<file path="config.mk">
export PLATFORM = sky130hd
export DESIGN_NAME = saw_arq_receiver
export DESIGN_NICKNAME = d
export VERILOG_FILES = /design/src/rtl/saw_arq_receiver.sv
export SDC_FILE = /design/constraint.sdc
export NUM_CORES = 1
export LEC_CHECK = 0
export BUFFER_PORTS_ARGS = -buffer_cell sky130_fd_sc_hd__buf_2
export CAP_MARGIN = 15
export CORE_MARGIN = 2
export CORE_UTILIZATION = 35
export CTS_CLUSTER_SIZE = 20
export DETAILED_ROUTE_END_ITERATION = 8
export GPL_TIMING_DRIVEN = 0
export PLACE_DENSITY = 0.59
export SLEW_MARGIN = 20
export SYNTH_ARGS = -nofsm -noshare
export SYNTH_HDL_FRONTEND = slang
export SYNTH_SLANG_ARGS = --single-unit
</file>
<file path="constraint.sdc">
create_clock -name clk -period 4.3 [get_ports clk]
set_input_delay 0.645 -clock clk [delete_from_list [all_inputs] [get_ports clk]]
set_output_delay 0.645 -clock clk [all_outputs]
set_load 0.05 [all_outputs]
</file>
<file path="src/rtl/saw_arq_receiver.sv">
// Stop-and-Wait ARQ receiver.
// Accepts frames from the channel, delivers in-order payloads to the network layer and
// returns an ACK carrying the next expected sequence number (rn).
// Optional feature: define SAW_RX_NAK_EN to answer corrupted frames with a NAK instead of
// silently dropping them.
module saw_arq_receiver #(
  parameter int unsigned DATA_W = 8,
  parameter int unsigned CNT_W  = 8
) (
  input  logic              clk,
  input  logic              rstn,
  input  logic              frm_valid,
  output logic              frm_ready,
  input  logic              frm_seq,
  input  logic              frm_corrupt,
  input  logic [DATA_W-1:0] frm_data,
  output logic              dlv_valid,
  input  logic              dlv_ready,
  output logic [DATA_W-1:0] dlv_data,
  output logic              ack_valid,
  input  logic              ack_ready,
  output logic              ack_seq,
  output logic              ack_nak,
  output logic              rn,
  output logic [CNT_W-1:0]  dup_cnt,
  output logic [CNT_W-1:0]  err_cnt
);

`ifdef SAW_RX_NAK_EN
  typedef enum logic [1:0] {
    StWait    = 2'd0,
    StDeliver = 2'd1,
    StAck     = 2'd2,
    StNak     = 2'd3
  } state_e;
`else
  typedef enum logic [1:0] {
    StWait    = 2'd0,
    StDeliver = 2'd1,
    StAck     = 2'd2
  } state_e;
`endif

  localparam logic [CNT_W-1:0] CntMax = {CNT_W{1'b1}};
  localparam logic [CNT_W-1:0] CntOne = CNT_W'(1);

  state_e             state_q, state_d;
  logic               rn_q, rn_d;
  logic [DATA_W-1:0]  dlv_data_q, dlv_data_d;
  logic [CNT_W-1:0]   dup_cnt_q, dup_cnt_d;
  logic [CNT_W-1:0]   err_cnt_q, err_cnt_d;

  // Next-state, datapath updates and state-decoded (Moore) handshake outputs.
  always_comb begin
    state_d    = state_q;
    rn_d       = rn_q;
    dlv_data_d = dlv_data_q;
    dup_cnt_d  = dup_cnt_q;
    err_cnt_d  = err_cnt_q;
    frm_ready  = 1'b0;
    dlv_valid  = 1'b0;
    ack_valid  = 1'b0;
    ack_nak    = 1'b0;

    case (state_q)
      StWait: begin
        frm_ready = 1'b1;
        if (frm_valid) begin
          if (frm_corrupt) begin
            // Corruption wins over the sequence check: the Sn field cannot be trusted.
            if (err_cnt_q != CntMax) err_cnt_d = err_cnt_q + CntOne;
`ifdef SAW_RX_NAK_EN
            state_d = StNak;
`endif
          end else if (frm_seq == rn_q) begin
            dlv_data_d = frm_data;
            state_d    = StDeliver;
          end else begin
            // Duplicate: our previous ACK was lost, so re-ACK without delivering.
            if (dup_cnt_q != CntMax) dup_cnt_d = dup_cnt_q + CntOne;
            state_d = StAck;
          end
        end
      end
      StDeliver: begin
        dlv_valid = 1'b1;
        if (dlv_ready) begin
          // Flip rn before ACKing so the ACK names the next expected frame.
          rn_d    = ~rn_q;
          state_d = StAck;
        end
      end
      StAck: begin
        ack_valid = 1'b1;
        if (ack_ready) state_d = StWait;
      end
`ifdef SAW_RX_NAK_EN
      StNak: begin
        ack_valid = 1'b1;
        ack_nak   = 1'b1;
        if (ack_ready) state_d = StWait;
      end
`endif
      default: begin
        // Unreachable encoding: recover quietly, no outputs asserted.
        state_d = StWait;
      end
    endcase
  end

  // State and datapath registers.
  always_ff @(posedge clk or negedge rstn) begin
    if (!rstn) begin
      state_q    <= StWait;
      rn_q       <= 1'b0;
      dlv_data_q <= '0;
      dup_cnt_q  <= '0;
      err_cnt_q  <= '0;
    end else begin
      state_q    <= state_d;
      rn_q       <= rn_d;
      dlv_data_q <= dlv_data_d;
      dup_cnt_q  <= dup_cnt_d;
      err_cnt_q  <= err_cnt_d;
    end
  end

  assign ack_seq  = ack_valid ? rn_q : 1'b0;
  assign rn       = rn_q;
  assign dlv_data = dlv_data_q;
  assign dup_cnt  = dup_cnt_q;
  assign err_cnt  = err_cnt_q;

endmodule
</file>
==> results.cfg, run 1 <==
[timing]
setup_viol = 0
minimum_clock_period_ps = 2020
slew_violations = 0
tightestPinTransition_ps = 606
fin_skew_ps = 5.34
timing.setup.tns_ps = 0
post-route-period-util_pct = 47.0
timing.slew.headroom_pct = 59.6
timing.hold.ws_ps = 312
timing.fmax_mhz = 495
number_of_failing_hold_endpoints_at_the_final_stage = 0
setup_repair_after_global_routing_missed_its_margin = false

[finish]
antenna_cells = 0
most_frequent_cells_in_the_layout = 43 x sky130_fd_sc_hd__buf_2, 27 x sky130_fd_sc_hd__dfrtp_1, 12 x sky130_fd_sc_hd__nand2_1
finish.instance_area_sq_um = 1580
nets = 175
layout.cells.most_common = sky130_fd_sc_hd__buf_2
syn_to_final_growth_pct = 23.4
num-fill-cells = 350
layoutNonFillerInstCount = 203
end_of_flow_core_utilization_pct = 46.2
ratio_of_cells_with_drive_above_1_in_the_final_layout_pct = 35.0

[clock_network]
cts-root-to-sink-buffers = 2
clock_sinks = 27
root_driver = sky130_fd_sc_hd__clkbuf_4
cts_made_buffers = 3
cts_tree = done
clock_pin_slew_worst_setup_and_hold_paths_ps = 140
cts_hold_buffers = 0
worstSkewPairLatency_ps = 320
cts_post_setup_buffers_inserted = 0
cts_resized = 0
ctsHtreeMaxLevel = 1

[placed_design]
placedCellCount = 199
portBuffers = 43
place_congestion = 0.756
placed_cell_area_sq_um = 1550
hpwl_um = 1950

[setup_path]
critPathTopFamily = flip-flops
cpPeakStageDelay_ps = 430
critPathLaunchType = flop
cp-end-kind = primary output
worstPathCellList = inv_1 > nor2_1 > and2_1 > buf_2
path_max_fanout = 5
r2r.worst_path.cells = 3
cp_data_required_time_ps = 3650
arrival_ps = 1380
wp_depth = 4
crit_type = reg -> out
critPathSlowestCell = sky130_fd_sc_hd__dfrtp_1
critical_path_buf_inv_count = 2

[logic_synthesis]
synth.cell_area_sq_um = 1280
synth_flop_cell = sky130_fd_sc_hd__dfrtp_1
synth-edff-count = 0
post_synth_num_cell_types = 32
synth.ff_latch_count = 27
synthesis.area_per_instance_sq_um = 11.6
synth_seq_area_share_pct = 52.8
mappedNetlistNets = 127
syn-instance-count = 110
synth-warning-count = 0
synthArstFlopShare_pct = 100

[power]
power.density_nw_per_um2 = 775
cellLeakagePower_nw = 0.785
irDropWorstVdd_v = 0.000422

[min_path]
worst_hold_path_type = in -> async

[routing]
postRouteAntennaNets = 0
wl_per_cell_um = 12.3
wirelength_um = 2510
drc = 0
num_vias = 969
avgViaCountPerCell = 4.77
detail_route.iter0.violations = 37
drt_pre_antenna_iters = 2

[floorplan]
initial_core_util_pct = 37.4
rows = 21
design.die.area_sq_um = 4150
fp.dieH_um = 64.4
fp.dieW_um = 64.4
design.core.area_sq_um = 3420
floorplan.io_pins = 45

[grt]
grt_start_max_net_pins = 28
wire_length_of_the_first_global_routing_pass_um = 4220
globalRouteOverflowTotal = 0
grt_antenna_before_repair = 0
first_global_vias = 933
groute.usage.overall_pct = 12.9

[run_status]
status = completed

[flow_run]
max-cap-violations = 0
-- worst register-to-register path, stage by stage (launching register included) --
cell                       delay (ps)
sky130_fd_sc_hd__dfrtp_1          470
sky130_fd_sc_hd__or4b_4           580
sky130_fd_sc_hd__a211oi_4         270
sky130_fd_sc_hd__mux2_1           360
-- flip-flops by register name, summed over array words and instances (netlist names) --
register and flops:
rn 1, dup_cnt 8, state_q 2, err_cnt 8
dlv_data 8
-- final cells by class --
| type | instances | area [sq um] | share of cell area [%] |
|---|---|---|---|
| Sequential cell | 27 | 676 | 42.8 |
| Multi-Input combinational cell | 77 | 577 | 36.6 |
| Tap cell | 46 | 57.6 | 3.65 |
| Timing Repair Buffer | 43 | 215 | 13.6 |
| Buffer | 1 | 7.51 | 0.476 |
| Clock buffer | 4 | 26.3 | 1.67 |
| Inverter | 5 | 18.8 | 1.19 |
-- report_power, final --
group	total (mW)	switching [mW]	leakage [nW]	internal, mW
Clock	0.107	0.0710	0.0150	0.0363
Sequential	0.438	0.0914	0.330	0.346
Combinational	0.678	0.501	0.440	0.177
-- metal layers --
| layer | vias to the layer above | GRT usage (%) | wire length, um | part of all wire, % |
|---|---|---|---|---|
| met5 | - | 0 | 0 | 0 |
| met4 | 0 | 4.79 | 13 | 0.52 |
| met3 | 2 | 1.74 | 109 | 4.3 |
| met2 | 18 | 20.3 | 1260 | 50 |
| met1 | 464 | 18.3 | 1120 | 45 |
| li1 | 485 | - | - | - |
-- synth_stat cells, types with 2 or more instances --
library cell	count	share of area [%]
sky130_fd_sc_hd__dfrtp_1	27	53
sky130_fd_sc_hd__xnor2_1	5	3.4
sky130_fd_sc_hd__a21oi_1	3	1.2
sky130_fd_sc_hd__xor2_1	3	2.1
sky130_fd_sc_hd__nor3_1	3	1.2
sky130_fd_sc_hd__and4_1	3	2.1
sky130_fd_sc_hd__inv_1	5	1.5
sky130_fd_sc_hd__nand2b_1	2	0.98
sky130_fd_sc_hd__nand2_1	12	3.5
sky130_fd_sc_hd__mux2_2	5	4.4
sky130_fd_sc_hd__mux2i_1	2	1.6
sky130_fd_sc_hd__ha_1	2	2.0
sky130_fd_sc_hd__and3_1	4	2.0
sky130_fd_sc_hd__nand3_1	4	1.6
sky130_fd_sc_hd__nand4_1	3	1.5
sky130_fd_sc_hd__nor2_1	5	1.5
sky130_fd_sc_hd__mux2_1	7	6.2
-- metrics by stage --
stage	total power, mW	setup WS, ps
6_report	1.22	2280
5_1_grt	1.30	2180
4_1_cts	1.24	2290
3_5_place_dp	1.13	2260
3_3_place_gp	1.11	2290
2_1_floorplan	0.961	2010
-- final timing paths --
path	start	end	slack (ps)
min in group clk	dlv_data[6]	dlv_data[6]	500
hold / removal	rstn	err_cnt[4]	310
max in group asynchronous	rstn	dup_cnt[2]	3590
setup / recovery	state_q[1]	ack_seq	2280
hold reg to reg	dlv_data[6]	dlv_data[6]	500
setup reg to reg	state_q[0]	dup_cnt[1]	2520
-- logic make-up (layout without fill, tap and decap cells) --
| logic type | Yosys count | in the layout | synth area share (%) |
|---|---|---|---|
| other | 1 | 1 | 0.293 |
| multiplexers | 14 | 14 | 12.1 |
| XOR/XNOR | 8 | 8 | 5.48 |
| adder cells (fa/ha/maj) | 2 | 2 | 1.96 |
| buffers and inverters | 6 | 53 | 2.06 |
| AO/OA/AOI/OAI | 10 | 10 | 6.26 |
| AND/OR/NAND/NOR | 42 | 42 | 19.0 |
| flip-flops | 27 | 27 | 52.8 |
Power figures use the tool's default switching activity.
==> run 2, diff against run 1 <==
Settings changed: ABC_AREA set to 1, PLACE_DENSITY 0.59 to 0.58.
Clock period 4.3 ns to 1.97 ns, I/O delays scaled along.
==> run 2 against run 1 <==
Critical path type unchanged. Total power grew 120%. Sequential cell count is the same. Synthesized cell count up 85%. Area after synthesis is 17% higher. Largest power group unchanged.
==> results.cfg, run 2 <==
[run_status]
status = completed

[placed_design]
placed_cell_area_sq_um = 1780
place_congestion = 0.777
placedCellCount = 296
portBuffers = 43
pre_cts_ws_ps = 563
hpwl_um = 2360

[clock_network]
cts_post_setup_buffers_inserted = 0
cts-root-to-sink-buffers = 2
worstSkewPairLatency_ps = 270
ctsHtreeMaxLevel = 1
clock_sinks = 27
cts_tree = done
clock_pin_slew_worst_setup_and_hold_paths_ps = 90
cts_resized = 0
root_driver = sky130_fd_sc_hd__clkbuf_8
cts_hold_buffers = 0
cts_made_buffers = 3

[logic_synthesis]
syn-instance-count = 203
synth-warning-count = 0
post_synth_num_cell_types = 22
synth_seq_area_share_pct = 45.2
synth_commonest_cells = 96 x sky130_fd_sc_hd__nand2_1, 27 x sky130_fd_sc_hd__dfrtp_1, 15 x sky130_fd_sc_hd__nand3_1
synthArstFlopShare_pct = 100
synth-edff-count = 0
synthesis.area_per_instance_sq_um = 7.37
synth_flop_cell = sky130_fd_sc_hd__dfrtp_1
netlist.top_cell.by_area = sky130_fd_sc_hd__dfrtp_1
synth.cell_area_sq_um = 1500
synth_top_cells_by_area = sky130_fd_sc_hd__dfrtp_1 45%, sky130_fd_sc_hd__nand2_1 24%, sky130_fd_sc_hd__nand3_1 5.0%
cell_with_the_most_instances_after_synthesis = sky130_fd_sc_hd__nand2_1
synth.ff_latch_count = 27
synth_top_cell_area_share_pct = 45.2
mappedNetlistNets = 220

[finish]
nets = 268
syn_to_final_growth_pct = 22.0
finish.instance_area_sq_um = 1820
layout.cells.most_common = sky130_fd_sc_hd__nand2_1
ratio_of_cells_with_drive_above_1_in_the_final_layout_pct = 26.0
most_frequent_cells_in_the_layout = 96 x sky130_fd_sc_hd__nand2_1, 44 x sky130_fd_sc_hd__buf_2, 27 x sky130_fd_sc_hd__dfrtp_1
layoutNonFillerInstCount = 300
antenna_cells = 0

[routing]
avgViaCountPerCell = 4.47
drc = 0
wl_per_cell_um = 10.5
postRouteAntennaNets = 0
detail_route.iter0.violations = 67
wirelength_um = 3160
drt_pre_antenna_iters = 4
num_vias = 1341

[setup_path]
reg2reg_setup_slack_ps = 580
cpPeakStageDelay_ps = 480
r2r.worst_path.cells = 8
arrival_ps = 1340
crit_type = reg -> out
critPathLaunchType = flop
cp_data_required_time_ps = 1670
cp-end-kind = primary output
timing.rr.end = err_cnt[7]
path_max_fanout = 5
worstPathCellList = inv_2 > nor2_1 > buf_2
cp-endpoint = dlv_valid
critPathSlowestCell = sky130_fd_sc_hd__dfrtp_1
r2r_start = err_cnt[1]
cp-startpoint = state_q[0]

[floorplan]
fp.dieH_um = 69.4
design.die.area_sq_um = 4810
rows = 23
fp.dieW_um = 69.4
floorplan.io_pins = 45
initial_core_util_pct = 36.8
design.core.area_sq_um = 4060

[timing]
setup_viol = 0
timing.setup.tns_ps = 0
timing.hold.ws_ps = 24.1
setup_slack_ps = 332
number_of_failing_hold_endpoints_at_the_final_stage = 0
setup_repair_after_global_routing_missed_its_margin = false
timing.fmax_mhz = 611
minimum_clock_period_ps = 1640
slew_violations = 0
fin_skew_ps = 7.23
tightestPinTransition_ps = 611
post-route-period-util_pct = 83.1
timing.slew.headroom_pct = 59.3

[grt]
use_met1_pct = 18.3
grt_antenna_before_repair = 0
globalRouteOverflowTotal = 0
grtUsageMet2_pct = 22.3
layer_carrying_the_most_global_route_usage = met2
wire_length_of_the_first_global_routing_pass_um = 5370
grt_use_met3_pct = 2.62
grt_start_max_net_pins = 28
groute.usage.overall_pct = 13.7
first_global_vias = 1187

[power]
power.density_nw_per_um2 = 1480
cellLeakagePower_nw = 1.04
irDropWorstVdd_v = 0.000746

[flow_run]
max-cap-violations = 0

[min_path]
worst_hold_path_type = in -> async
==> run 2: cell types whose count changed after synthesis, moves of 4 or more <==
cell and delta:
sky130_fd_sc_hd__nand2_2 +5, sky130_fd_sc_hd__mux2_2 -5, sky130_fd_sc_hd__nand3_1 +11, sky130_fd_sc_hd__mux2_1 -7
sky130_fd_sc_hd__and3_1 -4, sky130_fd_sc_hd__inv_1 +8, sky130_fd_sc_hd__nor2_1 +9, sky130_fd_sc_hd__nand2_1 +84
==> run 2: cell families after synthesis <==
family / Yosys count / share of synthesized area [%]
xor+xnor: 8 / 4.69
fa+ha+maj: 2 / 1.67
simple gates: 142 / 41.7
compound gates: 5 / 1.67
flops: 27 / 45.2
other cells: 1 / 0.251
buf+inv: 18 / 4.85
==> run 2: worst min path at each step <==
stage               from     endpoint  slack (ps)  cells past startpoint
finish              rstn           rn          20                      1
global route        rstn           rn          80                      1
CTS                 rstn           rn          50                      1
detailed placement  rstn  dlv_data[6]         360                      1
global placement    rstn   err_cnt[0]         360                      1
floorplan           rstn  dlv_data[0]       -0.09                      0
==> run 2: metal layers <==
metal,wire length [um],up-vias
li1,-,717
met3,151,5
met5,0,-
met2,1380,31
met1,1580,588
met4,46,0
==> run 2: cell type report <==
cell class              instances  area [sq um]
clock buffers                   3          41.3
fillers                       426          2230
plain buffers                   2          12.5
inverters                      16          60.1
clock inverters                 1          5.00
repair buffers                 43           215
flip-flops and latches         27           676
well taps                      50          62.6
multi-input cells             158           752
==> run 2: metrics by stage <==
step | util [%] | total power [mW]
6_report | 45.0 | 2.71
5_1_grt | 45.0 | 2.89
4_1_cts | 45.0 | 2.74
3_5_place_dp | 43.8 | 2.42
3_3_place_gp | 43.8 | 2.41
2_1_floorplan | - | 2.07
==> run 2: worst max-delay path: cells and delay by family (launching register included) <==
kind / cells / cell delay (ps)
AND/OR/NAND/NOR: 1 / 200
flip-flops: 1 / 480
buffers and inverters: 2 / 390
==> run 2: where the power goes <==
group	internal, mW	switching (mW)	total, mW
Clock	0.142	0.173	0.315
Sequential	0.731	0.179	0.911
Combinational	0.349	1.13	1.48
Total	1.22	1.48	2.71
==> run 3, diff against run 2 <==
Settings changed: PLACE_DENSITY 0.58 to 0.6.
Clock period 1.97 ns to 1.4 ns, I/O delays scaled along.
==> run 3 against run 2 <==
Via count grew 2.5%. Largest power group unchanged. Cell area grew 7.8%. Clock skew about the same. First-iteration DRC count fell by 18%. Total power increased by 49%. Sequential cell count unchanged. Sequential power up 48%. Critical path type unchanged. Die area did not move. Worst hold slack gained 140 ps. Combinational power rose by 51%.
==> results.cfg, run 3 (synthesized netlist as in run 2, its figures left out) <==
[run_status]
status = completed

[timing]
setup_viol = 0
fin_skew_ps = 6.97
setup_slack_ps = 49.6
tightestPinTransition_ps = 624
timing.hold.ws_ps = 161
slew_violations = 0
setup_repair_after_global_routing_missed_its_margin = false
number_of_failing_hold_endpoints_at_the_final_stage = 0
timing.fmax_mhz = 741
minimum_clock_period_ps = 1350
post-route-period-util_pct = 96.5
timing.slew.headroom_pct = 58.4

[floorplan]
rows = 23
design.core.area_sq_um = 4060
design.die.area_sq_um = 4810
floorplan.io_pins = 45
initial_core_util_pct = 36.8
fp.dieW_um = 69.4
fp.dieH_um = 69.4

[power]
sequentialPowerShare_pct = 33.6
switching_share_pct = 53.7
irDropWorstVdd_v = 0.00100
p_comb_share_pct = 55.6
power.density_nw_per_um2 = 2050
net-switching-power_mw = 2.16
cellLeakagePower_nw = 1.07
power.share.clock_pct = 10.9
cellInternalPower_mw = 1.87

[finish]
nets = 275
syn_to_final_growth_pct = 31.5
layoutNonFillerInstCount = 307
finish.instance_area_sq_um = 1970
layout.cells.most_common = sky130_fd_sc_hd__nand2_1
ratio_of_cells_with_drive_above_1_in_the_final_layout_pct = 34.2
end_of_flow_core_utilization_pct = 48.4
num-fill-cells = 428
antenna_cells = 0
most_frequent_cells_in_the_layout = 95 x sky130_fd_sc_hd__nand2_1, 40 x sky130_fd_sc_hd__buf_2, 17 x sky130_fd_sc_hd__dfrtp_1

[placed_design]
portBuffers = 43
hpwl_um = 2290
pre_cts_ws_ps = 14.1
place_congestion = 0.762
placedCellCount = 296
placed_cell_area_sq_um = 1830

[routing]
num_vias = 1375
wl_per_cell_um = 10.4
avgViaCountPerCell = 4.48
wirelength_um = 3200
drt_pre_antenna_iters = 4
detail_route.iter0.violations = 55
postRouteAntennaNets = 0
drc = 0

[grt]
grt_antenna_before_repair = 0
groute.usage.overall_pct = 13.4
first_global_vias = 1212
wire_length_of_the_first_global_routing_pass_um = 5320
globalRouteOverflowTotal = 0
grt_start_max_net_pins = 28

[setup_path]
path_max_fanout = 5
cp_data_required_time_ps = 1190
cp-end-kind = primary output
arrival_ps = 1140
crit_type = reg -> out
critPathLaunchType = flop

[clock_network]
root_driver = sky130_fd_sc_hd__clkbuf_8
clock_pin_slew_worst_setup_and_hold_paths_ps = 100
ctsHtreeMaxLevel = 1
worstSkewPairLatency_ps = 270
cts_tree = done
clock_sinks = 27
cts_made_buffers = 3
cts-root-to-sink-buffers = 2

[min_path]
worst_hold_path_type = in -> reg

[flow_run]
max-cap-violations = 0
-- run 3: changes by cell type in the layout (fill, tap and decap cells not counted), sizes merged --
cell / previous run / this run
clkbuf: 3 / 4
buf: 45 / 50
dlygate4sd3: 0 / 1
-- run 3: cell type report --
type                    instances  area (sq um)  share of cell area (%)
inverters                      16          65.1                    3.31
flip-flops and latches         27           688                    35.0
multi-input cells             158           811                    41.2
plain buffers                   2          15.0                   0.764
clock buffers                   3          41.3                    2.10
clock inverters                 1          5.00                   0.255
well taps                      50          62.6                    3.18
repair buffers                 50           278                    14.1
-- run 3: critical path, stage by stage, from the launching register on --
cell and delay [ps]:
sky130_fd_sc_hd__dfrtp_2 480, sky130_fd_sc_hd__nor3_4 180, sky130_fd_sc_hd__buf_4 210
-- run 3: through the flow --
step | power, mW | setup TNS (ps)
floorplan | 3.02 | -28.4
global placement | 3.49 | 0
detailed placement | 3.50 | 0
CTS | 3.98 | 0
global route | 4.33 | 0
finish | 4.03 | 0
-- run 3: metal layers --
| layer | wire length, um | GRT usage [%] | share of wire, % | vias to the layer above |
|---|---|---|---|---|
| li1 | - | - | - | 732 |
| met1 | 1520 | 17.5 | 47 | 606 |
| met2 | 1480 | 22.5 | 46 | 35 |
| met3 | 184 | 3.20 | 5.7 | 2 |
| met4 | 24 | 3.27 | 0.75 | 0 |
| met5 | 0 | 0 | 0 | - |
-- run 3: power by group through the flow --
stage / clock (mW) / sequential [mW] / combinational [mW]
after floorplan: 0 / 2.14 / 0.885
after global placement: 0 / 1.36 / 2.13
after detailed placement: 0 / 1.35 / 2.15
after CTS: 0.467 / 1.35 / 2.16
after global routing: 0.503 / 1.41 / 2.42
final: 0.438 / 1.35 / 2.24
-- run 3: what timing repair did --
action | 4_1_cts | 5_1_grt
endpoints found under the setup margin | 4 | 27
endpoints found under the hold margin | 27 | 0
hold buffers | 1 | 0
buffers inserted | 0 | 6
pin swaps | 0 | 3
gates resized for setup | 4 | 9
-- run 3: final timing paths --
path | from | to | slack, ps | cells past startpoint
hold / removal | frm_data[3] | dlv_data[3] | 160 | 3
max in group asynchronous | rstn | rn | 460 | 2
setup reg to reg | state_q[1] | err_cnt[7] | 90 | 7
setup / recovery | state_q[0] | ack_seq | 50 | 2
hold reg to reg | dlv_data[0] | dlv_data[0] | 480 | 2
min in group asynchronous | rstn | err_cnt[6] | 490 | 2
